==> config.mk <==
export PLATFORM = sky130hd
export DESIGN_NAME = pipe_skid_reg
export DESIGN_NICKNAME = d
export VERILOG_FILES = /design/src/rtl/pipe_pkg.sv /design/src/rtl/pipe_skid_reg.sv
export SDC_FILE = /design/constraint.sdc
export NUM_CORES = 1
export LEC_CHECK = 0
export ABC_AREA = 1
export CORE_ASPECT_RATIO = 1.75
export CORE_UTILIZATION = 50
export CTS_CLUSTER_SIZE = 25
export DETAILED_ROUTE_END_ITERATION = 10
export PLACE_DENSITY = 0.81
export SLEW_MARGIN = 30
export SYNTH_ARGS = -nofsm -noshare
export SYNTH_HDL_FRONTEND = slang
export SYNTH_SLANG_ARGS = --single-unit
==> constraint.sdc <==
create_clock -name clk -period 3.1 [get_ports clk]
set_input_delay 0.31 -clock clk [delete_from_list [all_inputs] [get_ports clk]]
set_output_delay 0.31 -clock clk [all_outputs]
set_load 0.02 [all_outputs]
==> src/rtl/pipe_pkg.sv <==
// Shared pipeline-stage definitions.
// Stage register state encoding and level width.
package pipe_pkg;

  typedef enum logic [1:0] {
    EMPTY = 2'd0,
    BUSY  = 2'd1,
    FULL  = 2'd2
  } pipe_state_t;

  localparam int PIPE_LEVEL_W = 2;

endpackage

==> src/rtl/pipe_skid_reg.sv <==
// Pipeline stage register with one-entry skid buffer.
// in_ready comes straight from the state register.
module pipe_skid_reg
  import pipe_pkg::*;
#(
  parameter int DATA_W         = 32,
  parameter int CLEAR_ON_FLUSH = 1
) (
  input  logic                    clk,
  input  logic                    rst_n,
  input  logic                    flush,
  input  logic                    stall,
  input  logic                    in_valid,
  output logic                    in_ready,
  input  logic [DATA_W-1:0]       in_data,
  output logic                    out_valid,
  input  logic                    out_ready,
  output logic [DATA_W-1:0]       out_data,
  output logic [PIPE_LEVEL_W-1:0] level
);

  pipe_state_t       state_q, state_d;
  logic [DATA_W-1:0] main_q, main_d;
  logic [DATA_W-1:0] skid_q, skid_d;
  logic              in_fire;
  logic              out_fire;

  assign in_fire  = in_valid & in_ready;
  assign out_fire = out_valid & out_ready & ~stall;
  assign out_data = main_q;

  // Handshake flags and occupancy decoded from state only.
  always_comb begin
    in_ready  = 1'b1;
    out_valid = 1'b0;
    level     = '0;
    unique case (state_q)
      EMPTY: begin
        in_ready  = 1'b1;
        out_valid = 1'b0;
        level     = 2'd0;
      end
      BUSY: begin
        in_ready  = 1'b1;
        out_valid = 1'b1;
        level     = 2'd1;
      end
      FULL: begin
        in_ready  = 1'b0;
        out_valid = 1'b1;
        level     = 2'd2;
      end
      default: begin
        in_ready  = 1'b1;
        out_valid = 1'b0;
        level     = 2'd0;
      end
    endcase
  end

  // Next state and register loads; data held unless a transfer occurs.
  always_comb begin
    state_d = state_q;
    main_d  = main_q;
    skid_d  = skid_q;
    if (flush) begin
      state_d = EMPTY;
      if (CLEAR_ON_FLUSH != 0) begin
        main_d = '0;
        skid_d = '0;
      end
    end else begin
      unique case (state_q)
        EMPTY: begin
          if (in_fire) begin
            main_d  = in_data;
            state_d = BUSY;
          end
        end
        BUSY: begin
          if (in_fire && out_fire) begin
            main_d = in_data;
          end else if (in_fire) begin
            skid_d  = in_data;
            state_d = FULL;
          end else if (out_fire) begin
            state_d = EMPTY;
          end
        end
        FULL: begin
          if (out_fire) begin
            main_d  = skid_q;
            state_d = BUSY;
          end
        end
        default: state_d = EMPTY;
      endcase
    end
  end

  // State and data registers with synchronous active-low reset.
  always_ff @(posedge clk) begin
    if (!rst_n) begin
      state_q <= EMPTY;
      main_q  <= '0;
      skid_q  <= '0;
    end else begin
      state_q <= state_d;
      main_q  <= main_d;
      skid_q  <= skid_d;
    end
  end

endmodule

# Yosys cells after proc, flatten, opt, wreduce, memory -nomap -nowiden
# Index checks and enable logic that the tools add are counted.
[op_classes]
eq_ne = 7
mux = 13
bitwise_logic = 6
n_reduce_logical = 8
[ops]
columns = ["op", "n"]
rows = [
  ["$mux W32", 3],
  ["$pmux W32 S3", 1],
  ["$mux W2", 5],
  ["$ne A2 B2 Y1 const B", 4],
  ["$reduce_and A4 Y1", 2],
  ["$pmux W2 S3", 1],
  ["$pmux W2 S2", 1],
  ["$reduce_or A2 Y1", 2],
  ["$and A1 B1 Y1", 3],
  ["$ne A3 B3 Y1 const B", 1],
  ["$not A1 Y1", 3],
  ["$reduce_and A3 Y1", 1],
  ["$reduce_bool A3 Y1", 1],
  ["$eq A2 B1 Y1 const B", 1],
  ["$eq A2 B2 Y1 const B", 1],
  ["$logic_not A2 Y1", 1],
  ["$mux W1", 2],
  ["$logic_and A1 B1 Y1", 1],
]
[word_totals]
reg_bits = 66

# Longest topological paths before layout
# Gate-level depths: netlist of run 1.
[logic_depth]
depth_word = 9
depth_mapped = 12

# Worst setup path before layout of run 1
# No wires, ideal clock.
[synth_path]
path_kind = "register -> register"
from = "reg state_q[0]"
to = "reg main_q[23], in the netlist out_data[23]"
required_ns = 2.985
path_stages_with_launch = 13
path_slack_ns = 1.273
arrival_time_ns = 1.712
n_path_buf = 2
cell_sequence = "dfxtp_1 > inv_1 > ha_1 > buf_6 > inv_2 > nand2_2 > nor2_2 > nand2_2 > o21ai_4 > buf_6 > nand3_1 > nand2_1 > nor2_1"
[synth_via]
word_cells_on_any_way = 16
cone_classes = "eq/ne (5); mux (3); bitwise (3); reduce/logical (5)"
[synth_rtl]
columns = ["item", "line", "text"]
rows = [
  ["from (decl)", "pipe_skid_reg.sv:22", "pipe_state_t state_q, state_d;"],
  ["from (signal assigned)", "pipe_skid_reg.sv:108", "state_q <= state_d;"],
  ["$eq A2 B2 Y1 (*)", "pipe_skid_reg.sv:37", "unique case (state_q)"],
  ["$mux W1 (*)", "pipe_skid_reg.sv:37", ""],
  ["net in_ready", "pipe_skid_reg.sv:14", "output logic in_ready,"],
  ["$and A1 B1 Y1 (*)", "pipe_skid_reg.sv:28", "assign in_fire = in_valid & in_ready;"],
  ["$logic_and A1 B1 Y1", "pipe_skid_reg.sv:81", "if (in_fire && out_fire) begin"],
  ["$ne A2 B2 Y1 (no source line)", "n/a", ""],
  ["$reduce_and A4 Y1 (no source line) (*)", "n/a", ""],
  ["to (signal assigned)", "pipe_skid_reg.sv:109", "main_q <= main_d;"],
  ["to (decl)", "pipe_skid_reg.sv:23", "logic [DATA_W-1:0] main_q, main_d;"],
]
# The timed path passes the listed nets; every way through them passes the cells marked *.
# A chain may end at the register's enable or synchronous reset.

# Worst setup path after layout of run 1
[layout_path]
from = "reg state_q[0]"
to = "out level[1]"
[layout_via]
elab_chain_len = 2
word_cells_on_any_way = 3
cone_classes = "eq/ne (2); mux (1)"
[layout_lines]
columns = ["item", "line", "text"]
rows = [
  ["$eq A2 B2 Y1 or $eq A2 B1 Y1 (tied branches)", "pipe_skid_reg.sv:37", ""],
  ["$pmux W2 S2 (*)", "pipe_skid_reg.sv:37", ""],
  ["to (decl)", "pipe_skid_reg.sv:19", "output logic [PIPE_LEVEL_W-1:0] level"],
]
# Mark *: on every way between the ends. The rest lies on a longest branch, timed or not.

==> flow_metrics.env, run 1 <==
export IMPL_wl_per_cell_um=12.7
export IMPL_critPathKind="flip-flop to primary output"
export IMPL_yosysSeqAreaShare_pct=44.0
export IMPL_fin_crit_ns=2.50
export IMPL_cp_start_kind="flip-flop"
export IMPL_slew_violations=0
export IMPL_rr_startpoint="state_q[0]"
export IMPL_synth_nets=431
export IMPL_hold_path_cell_count=2
export IMPL_die_y_um=104
export IMPL_die_x_um=60.6
export IMPL_viasPerCell=5.15
export IMPL_hpwlAfterDp_um=4500
export IMPL_synth_cell_type_count=20
export IMPL_start_util_pct=51.5
export IMPL_core_um2=5830
export IMPL_post_route_util_pct=66.9
export IMPL_rows=37
export IMPL_grt_pass1_wl_um=10700
export IMPL_finalInstanceArea_um2=3900
export IMPL_cts_buffer_depth=2
export IMPL_portBuffers=73
export IMPL_syn2layout_area_growth_pct=30.1
export IMPL_tns_ns=0
export IMPL_synth_top_area_share_pct=44.0
export IMPL_cts_sinks=66
export IMPL_drt_iter0_drc=201
export IMPL_setup_viol=0
export IMPL_postCtsSetupBuffers=0
export IMPL_hp_start="skid_q[11]"
export IMPL_place_area_um2=3710
export IMPL_power_leakage_nw=1.43
export IMPL_hold_path_class="flip-flop to flip-flop"
export IMPL_maxCapViolCount=0
export IMPL_rr_worst_depth=10
export IMPL_cts_resized=0
export IMPL_drive_gt1_share_pct=7.05
export IMPL_rsz0062_at_grt="no"
export IMPL_fin_crit_sh_pct=80.8
export IMPL_antennaDiodeCount=0
export IMPL_hold_buffers=0
export IMPL_cts_root_buffer="clkbuf_8"
export IMPL_cts_made_buffers=9
export IMPL_synth_seq_cells=66
export IMPL_ios=74
export IMPL_htree_num_levels=3
export IMPL_clk_pin_slew_worst_paths_ns=0.07
export IMPL_synth_area_leaders="dfxtp_1 44%, nor2_1 13%, mux2i_1 11%"
export IMPL_tightest_slew_ns=0.872
export IMPL_max_freq_mhz=399
export IMPL_yosysWarnings=0
export IMPL_cts_tree="built"
export IMPL_critPathRequiredTime_ns=2.79
export IMPL_cp_max_fo=33
export IMPL_dieArea_um2=6330
export IMPL_setup_slack_ns=0.596
export IMPL_vias=2742
export IMPL_drt_wl_total_um=6730
export IMPL_synth_area_per_cell_um2=7.74
export IMPL_grt_pass1_vias=2459
export IMPL_clock_latency_ns=0.34
export IMPL_detail_route_antenna_nets=0
export IMPL_vdd_drop_max_mv=0.356
export IMPL_gp_congestion=0.842
export IMPL_grt_start_max_net_pins=67
export IMPL_track_usage_pct=22.6
export IMPL_fin_nets=492
export IMPL_power_density_nw_per_um2=508
export IMPL_yosysTopAreaCell="dfxtp_1"
export IMPL_hold_end="skid_q[11]"
export IMPL_grt_ovfl_total=0
export IMPL_syn_instance_count=388
export IMPL_r2r_end="state_q[0]"
export IMPL_cp_arrival_ns=2.19
export IMPL_place_ws_ns=0.848
export IMPL_dr_pass1_iters=4
export IMPL_rrSetupSlack_ns=0.85
export IMPL_hold_viol_final=0
export IMPL_status="finished, final reports clean"
export IMPL_remaining_drc_errors=0
export IMPL_antenna_found_initial=0
export IMPL_clock_skew_ns=0.00875
export IMPL_synth_area_um2=3000
export IMPL_maxSlewHeadroom_pct=41.7
export IMPL_end_kind="primary output"
layout make-up:
class	instances	area (µm²)
timing repair buffer	80	783
fill	513	1930
clock inverter	5	53.8
inverter	9	33.8
clock buffer	11	141
tap	78	97.6
sequential	66	1320
multi-input combinational	283	1470
cells in the mapped netlist (all sizes together):
| cell type | n |
|---|---|
| a21oi | 33 |
| nand3 | 35 |
| buf | 18 |
| clkbuf | 12 |
| or2 | 1 |
| nand2 | 40 |
| nand4 | 1 |
| o21ai | 34 |
| and2 | 1 |
| inv | 9 |
| ha | 5 |
| mux2i | 32 |
| nor2 | 101 |
| dfxtp | 66 |
flip-flops by register name, summed over array words and instances (netlist names):
name      flops
out_data     32
state_q       2
skid_q       32
through the flow:
stage          power [mW]  cells  hold slack [ns]
2_1_floorplan        1.17    388            0.454
3_3_place_gp         1.29    516            0.462
3_5_place_dp         1.30    516            0.472
4_1_cts              2.00    532            0.488
5_1_grt              2.08    532            0.506
6_report             1.98    532            0.485
routing by layer:
metal / track usage (%) / up-vias / share of wire, %
li1: - / 1399 / -
met1: 24.5 / 1257 / 40
met2: 38.8 / 70 / 53
met3: 2.99 / 16 / 3.1
met4: 14.6 / 0 / 3.5
met5: 0 / - / 0
layout by cell type (no fill, tap or decap), drive strengths merged, types with 4 or more instances in the layout:
cell / netlist / layout
nor2: 101 / 101
clkdlybuf4s50: 0 / 73
dfxtp: 66 / 66
nand2: 40 / 40
nand3: 35 / 35
o21ai: 34 / 34
a21oi: 33 / 33
mux2i: 32 / 32
clkbuf: 12 / 11
inv: 9 / 9
buf: 18 / 7
ha: 5 / 5
clkinv: 0 / 4
worst max-delay path, cell delays in order, from the launching register on:
cell and delay (ns):
dfxtp_1 0.35, inv_1 0.10, ha_2 0.21, buf_4 0.48
clkdlybuf4s50_1 0.71
power breakdown:
part | switching (mW) | total, mW | internal, mW
logic | 0.203 | 0.374 | 0.171
clock network | 0.317 | 0.707 | 0.391
registers | 0.0202 | 0.904 | 0.884
cells by family (layout without fill, tap and decap cells):
kind of cell	after synthesis	in the layout	synth area share, %
multiplexers	32	32	10.7
adder cells (fa/ha/maj)	5	5	2.08
buffers and inverters	39	105	7.34
AND/OR/NAND/NOR	179	179	24.3
AO/OA/AOI/OAI	67	67	11.5
flip-flops	66	66	44.0
worst max path at each step:
| stage | from | to |
|---|---|---|
| global route | state_q[0] | level[1] |
| global placement | out_ready | state_q[0] |
| finish | state_q[0] | level[1] |
| CTS | state_q[0] | level[1] |
| floorplan | state_q[0] | out_data[23] |
| detailed placement | out_ready | state_q[0] |
(Power assumes the default switching activity.)
==> inputs of run 2 (changes only) <==
--- a/config.mk
+++ b/config.mk
@@ -7,10 +7,10 @@
 export LEC_CHECK = 0
 export ABC_AREA = 1
 export CORE_ASPECT_RATIO = 1.75
-export CORE_UTILIZATION = 50
+export CORE_UTILIZATION = 44
 export CTS_CLUSTER_SIZE = 25
 export DETAILED_ROUTE_END_ITERATION = 10
-export PLACE_DENSITY = 0.81
+export PLACE_DENSITY = 0.75
 export SLEW_MARGIN = 30
 export SYNTH_ARGS = -nofsm -noshare
 export SYNTH_HDL_FRONTEND = slang
==> constraint.sdc (replaced) <==
create_clock -name clk -period 2.3 [get_ports clk]
set_input_delay 0.23 -clock clk [delete_from_list [all_inputs] [get_ports clk]]
set_output_delay 0.23 -clock clk [all_outputs]
set_load 0.02 [all_outputs]
==> run 2 against run 1 <==
Against the previous run:
- routed wire length increased by 1.3%
- global-route usage down 2.0 points
- sequential share of layout area fell by 1.2 points
- clock power rose by 90%
- sequential cell count unchanged
- count of clock-buffer cells in the layout grew 1
- highest routed layer unchanged
- largest power group is now clock
- first-iteration DRC count down 50%
- total power grew 55%
- critical path type unchanged
- critical path depth fell by 1
- clock skew is 0.0010 ns lower
==> flow_metrics.env, run 2 (same netlist as run 1, synthesis figures left out) <==
export IMPL_power_density_nw_per_um2=760
export IMPL_layout_commonest_cell="nor2_1"
export IMPL_grt_start_max_net_pins=67
export IMPL_status="finished, final reports clean"
export IMPL_rsz0062_at_grt="no"
export IMPL_wl_per_cell_um=12.7
export IMPL_crit_start="state_q[0]"
export IMPL_cts_sinks=66
export IMPL_power_leakage_nw=1.48
export IMPL_slew_violations=0
export IMPL_tightest_slew_ns=0.598
export IMPL_gp_congestion=0.763
export IMPL_max_stage_delay_ns=0.62
export IMPL_maxSlewHeadroom_pct=60.1
export IMPL_cp_start_kind="flip-flop"
export IMPL_die_x_um=64.4
export IMPL_cts_made_buffers=9
export IMPL_setup_viol=0
export IMPL_antenna_found_initial=0
export IMPL_cts_buffer_depth=2
export IMPL_end_kind="primary output"
export IMPL_crit_buf_inv=2
export IMPL_grt_pass1_vias=2572
export IMPL_postCtsSetupBuffers=0
export IMPL_clock_skew_ns=0.00774
export IMPL_drt_iter0_drc=100
export IMPL_rrSetupSlack_ns=0.34
export IMPL_path_cells="inv_1 > ha_1 > clkdlybuf4s50_1"
export IMPL_worst_path_stages=3
export IMPL_maxCapViolCount=0
export IMPL_r2r_end="out_data[13]"
export IMPL_dr_pass1_iters=4
export IMPL_hold_buffers=0
export IMPL_hold_path_class="flip-flop to flip-flop"
export IMPL_rows=39
export IMPL_clockPowerShare_pct=43.5
export IMPL_fin_nets=493
export IMPL_critPathKind="flip-flop to primary output"
export IMPL_sw_frac_of_total_pct=25.2
export IMPL_vdd_drop_max_mv=0.505
export IMPL_vias=2729
export IMPL_cts_resized=0
export IMPL_ios=74
export IMPL_antennaDiodeCount=0
export IMPL_cp_arrival_ns=1.77
export IMPL_cp_max_fo=4
export IMPL_place_area_um2=3750
export IMPL_p_comb_share_pct=16.7
export IMPL_grt_ovfl_total=0
export IMPL_die_y_um=111
export IMPL_p_int_mw=2.30
export IMPL_power_frac_seq_pct=39.8
export IMPL_htree_num_levels=3
export IMPL_remaining_drc_errors=0
export IMPL_cts_tree="built"
export IMPL_core_um2=6540
export IMPL_final_cell_mix="99 x nor2_1, 73 x clkdlybuf4s50_1, 66 x dfxtp_1"
export IMPL_tns_ns=0
export IMPL_clock_latency_ns=0.33
export IMPL_hold_viol_final=0
export IMPL_fin_crit_ns=2.00
export IMPL_rr_worst_depth=10
export IMPL_cts_root_buffer="clkbuf_16"
export IMPL_viasPerCell=5.08
export IMPL_start_util_pct=45.9
export IMPL_fin_crit_sh_pct=86.8
export IMPL_drt_wl_total_um=6820
export IMPL_clk_pin_slew_worst_paths_ns=0.05
export IMPL_portBuffers=73
export IMPL_track_usage_pct=20.6
export IMPL_p_sw_uw=773
export IMPL_max_freq_mhz=501
export IMPL_dieArea_um2=7170
export IMPL_path_delay_family="buffers and inverters"
export IMPL_hpwlAfterDp_um=4410
export IMPL_rr_startpoint="state_q[0]"
export IMPL_grt_pass1_wl_um=11400
export IMPL_critPathRequiredTime_ns=2.07
export IMPL_endpoint="out_valid"
export IMPL_crit_path_top_delay_cell="clkdlybuf4s50_1"
export IMPL_detail_route_antenna_nets=0
export IMPL_drive_gt1_share_pct=7.03
export IMPL_finalInstanceArea_um2=4040
export IMPL_syn2layout_area_growth_pct=34.7
==> run 2: per-stage QoR <==
stage | std cells | worst slack [ns] | power, mW | hold slack (ns) | utilization (%)
floorplan | 388 | 0.473 | 1.57 | 0.397 | -
global placement | 521 | 0.465 | 1.75 | 0.460 | 57.3
detailed placement | 521 | 0.327 | 1.76 | 0.468 | 57.3
CTS | 537 | 0.288 | 3.10 | 0.482 | 61.8
global route | 537 | 0.142 | 3.21 | 0.507 | 61.8
finish | 537 | 0.305 | 3.07 | 0.478 | 61.8
==> run 2: tightest hold or removal path: cells and delay by family, from the launching register on <==
kind,cells,cell delay [ns]
simple gates,1,0.08
flops,1,0.32
compound gates,1,0.04
==> run 2: worst min-delay path by stage <==
stage	from	to	slack, ns	cells after the start
global route	skid_q[16]	skid_q[16]	0.51	2
floorplan	in_data[0]	skid_q[0]	0.40	2
CTS	out_data[25]	out_data[25]	0.48	2
finish	out_data[25]	out_data[25]	0.48	2
global placement	out_data[29]	out_data[29]	0.46	2
detailed placement	out_data[25]	out_data[25]	0.47	2
==> run 2: routing by layer <==
layer  track usage, %  up-vias  wire length (µm)
met5                0        -                 0
met4             11.4        0               218
met3             5.35       15               264
met2             35.0       67              3520
met1             22.5     1243              2820
li1                 -     1404                 -
==> run 2: layout make-up <==
cell class                      instances  area, µm²
Clock buffer                           12        246
Fill cell                             598       2490
Timing Repair Buffer                   81        816
Multi-Input combinational cell        283       1470
Clock inverter                          4       51.3
Tap cell                               82        103
Inverter                                9       33.8
Sequential cell                        66       1320
==> run 2: power by group through the flow <==
stage,registers [mW],logic (mW),clock network [mW]
floorplan,1.28,0.288,0
global placement,1.24,0.509,0
detailed placement,1.25,0.515,0
CTS,1.22,0.516,1.36
global route,1.23,0.570,1.41
finish,1.22,0.514,1.34
==> inputs of run 3 (changes only) <==
==> constraint.sdc (replaced) <==
create_clock -name clk -period 1.8 [get_ports clk]
set_input_delay 0.18 -clock clk [delete_from_list [all_inputs] [get_ports clk]]
set_output_delay 0.18 -clock clk [all_outputs]
set_load 0.02 [all_outputs]
==> run 3 against run 2 <==
Against the previous run:
- via count up 2.9%
- clock power up 31%
- core utilization up 2.8 points
- critical path depth unchanged
- count of clock-buffer cells in the layout up 1
- final area up 4.5%
- worst setup slack worse by 0.18 ns
- global-route usage up 0.45 points
==> flow_metrics.env, run 3 (same netlist as run 1, synthesis figures left out) <==
export IMPL_antennaDiodeCount=0
export IMPL_clockPowerShare_pct=43.2
export IMPL_dr_pass1_iters=4
export IMPL_hold_buffers=0
export IMPL_cts_tree="built"
export IMPL_cp_start_kind="flip-flop"
export IMPL_gp_congestion=0.790
export IMPL_drive_gt1_share_pct=10.3
export IMPL_drt_iter0_drc=229
export IMPL_grt_pass1_vias=2712
export IMPL_vias=2809
export IMPL_cp_arrival_ns=1.50
export IMPL_grt_pass1_wl_um=11900
export IMPL_grt_start_max_net_pins=67
export IMPL_clk_pin_slew_worst_paths_ns=0.05
export IMPL_viasPerCell=5.14
export IMPL_use_met1_pct=22.6
export IMPL_fin_crit_ns=1.68
export IMPL_fillers=600
export IMPL_power_leakage_nw=1.57
export IMPL_r2r_end="out_data[18]"
export IMPL_wl_per_cell_um=13.0
export IMPL_post_route_util_pct=64.6
export IMPL_power_frac_seq_pct=38.4
export IMPL_antenna_found_initial=0
export IMPL_layout_commonest_cell="nor2_1"
export IMPL_power_density_nw_per_um2=959
export IMPL_cts_sinks=66
export IMPL_path_cells="inv_2 > ha_1 > clkdlybuf4s50_1"
export IMPL_rrSetupSlack_ns=0.12
export IMPL_rows=39
export IMPL_maxCapViolCount=0
export IMPL_hold_end="out_data[29]"
export IMPL_core_um2=6540
export IMPL_detail_route_antenna_nets=0
export IMPL_grt_util_met3_pct=4.73
export IMPL_max_freq_mhz=596
export IMPL_status="finished, final reports clean"
export IMPL_htree_num_levels=3
export IMPL_portBuffers=73
export IMPL_remaining_drc_errors=0
export IMPL_clock_skew_ns=0.00489
export IMPL_rsz0062_at_grt="no"
export IMPL_critPathKind="flip-flop to primary output"
export IMPL_slew_violations=0
export IMPL_hold_viol_final=0
export IMPL_vdd_drop_max_mv=0.509
export IMPL_fin_crit_sh_pct=93.2
export IMPL_use_met2_pct=37.6
export IMPL_clock_latency_ns=0.32
export IMPL_drt_wl_total_um=7090
export IMPL_sw_frac_of_total_pct=24.3
export IMPL_maxSlewHeadroom_pct=75.6
export IMPL_p_comb_share_pct=18.4
export IMPL_hpwlAfterDp_um=4700
export IMPL_p_sw_uw=985
export IMPL_critPathRequiredTime_ns=1.62
export IMPL_power_mw=4.05
export IMPL_setup_slack_ns=0.122
export IMPL_fin_nets=503
export IMPL_place_ws_ns=-0.0901
export IMPL_cts_made_buffers=9
export IMPL_grt_ovfl_total=0
export IMPL_end_kind="primary output"
export IMPL_dieArea_um2=7170
export IMPL_die_x_um=64.4
export IMPL_track_usage_pct=21.0
export IMPL_syn2layout_area_growth_pct=40.8
export IMPL_max_stage_delay_ns=0.60
export IMPL_ios=74
export IMPL_final_cell_mix="98 x nor2_1, 70 x clkdlybuf4s50_1, 64 x dfxtp_1"
export IMPL_cts_root_buffer="clkbuf_16"
export IMPL_top_usage_layer="met2"
export IMPL_rr_worst_depth=10
export IMPL_tightest_slew_ns=0.362
export IMPL_hold_path_cell_count=2
export IMPL_crit_path_top_delay_cell="clkdlybuf4s50_1"
export IMPL_rr_startpoint="state_q[1]"
export IMPL_p_int_mw=3.07
export IMPL_setup_viol=0
export IMPL_cp_max_fo=4
export IMPL_cts_buffer_depth=2
export IMPL_hp_start="out_data[29]"
export IMPL_die_y_um=111
export IMPL_start_util_pct=45.9
export IMPL_whs_ns=0.480
export IMPL_hold_path_class="flip-flop to flip-flop"
run 3: cell types whose count changed in the layout (fill, tap and decap cells not counted), moves of 2 or more:
cell	change
clkdlybuf4s50_1	-3
dfxtp_1	-2
buf_4	+4
dfxtp_4	+2
clkbuf_8	+2
buf_12	+4
inv_1	-2
dlygate4sd2_1	+3
run 3: per-layer routing:
metal  wire length (µm)  up-vias
li1                   -     1425
met4                161        0
met1               2770     1295
met3                266       16
met2               3890       73
met5                  0        -
run 3: area by class of cell:
class / count / area (µm²) / area share, %
inverter: 9 / 36.3 / 0.858
timing repair buffer: 91 / 961 / 22.7
multi-input combinational: 283 / 1490 / 35.3
sequential: 66 / 1330 / 31.4
clock inverter: 2 / 35.0 / 0.829
tap: 82 / 103 / 2.43
clock buffer: 13 / 270 / 6.39
run 3: worst max-delay path by stage:
stage / end / start / depth (start not counted) / slack (ns)
5_1_grt: out_data[30] / state_q[1] / 10 / 0.005
6_report: level[0] / state_q[1] / 3 / 0.12
3_5_place_dp: state_q[0] / state_q[1] / 10 / -0.09
3_3_place_gp: state_q[0] / state_q[1] / 10 / -0.02
2_1_floorplan: state_q[0] / state_q[0] / 11 / 0.01
4_1_cts: skid_q[0] / state_q[0] / 7 / 0.0004
run 3: metrics by stage:
step / TNS (ns) / instances / instance area [µm²]
final: 0 / 546 / 4230
after global routing: 0 / 546 / 4230
after CTS: 0 / 546 / 4200
after detailed placement: -1.66 / 527 / 3830
after global placement: -0.0217 / 527 / 3830
after floorplan: 0 / 388 / 3000
run 3: timing repair:
action / 4_1_cts / 5_1_grt
cloned: 1 / 0
setup endpoints to repair: 39 / 65
gates resized for setup: 7 / 9
buffers inserted: 3 / 0
pin swaps: 0 / 1
run 3: power groups by stage:
stage	logic (mW)	clock network, mW	registers [mW]
final	0.746	1.75	1.56
after global routing	0.822	1.84	1.56
after CTS	0.744	1.79	1.56
after detailed placement	0.700	0	1.59
after global placement	0.689	0	1.59
after floorplan	0.369	0	1.64
run 3: critical path, delay by kind of cell, from the launching register on:
family	cells	cell delay (ns)
adders and majority gates	1	0.14
DFF	1	0.36
buffers and inverters	2	0.69
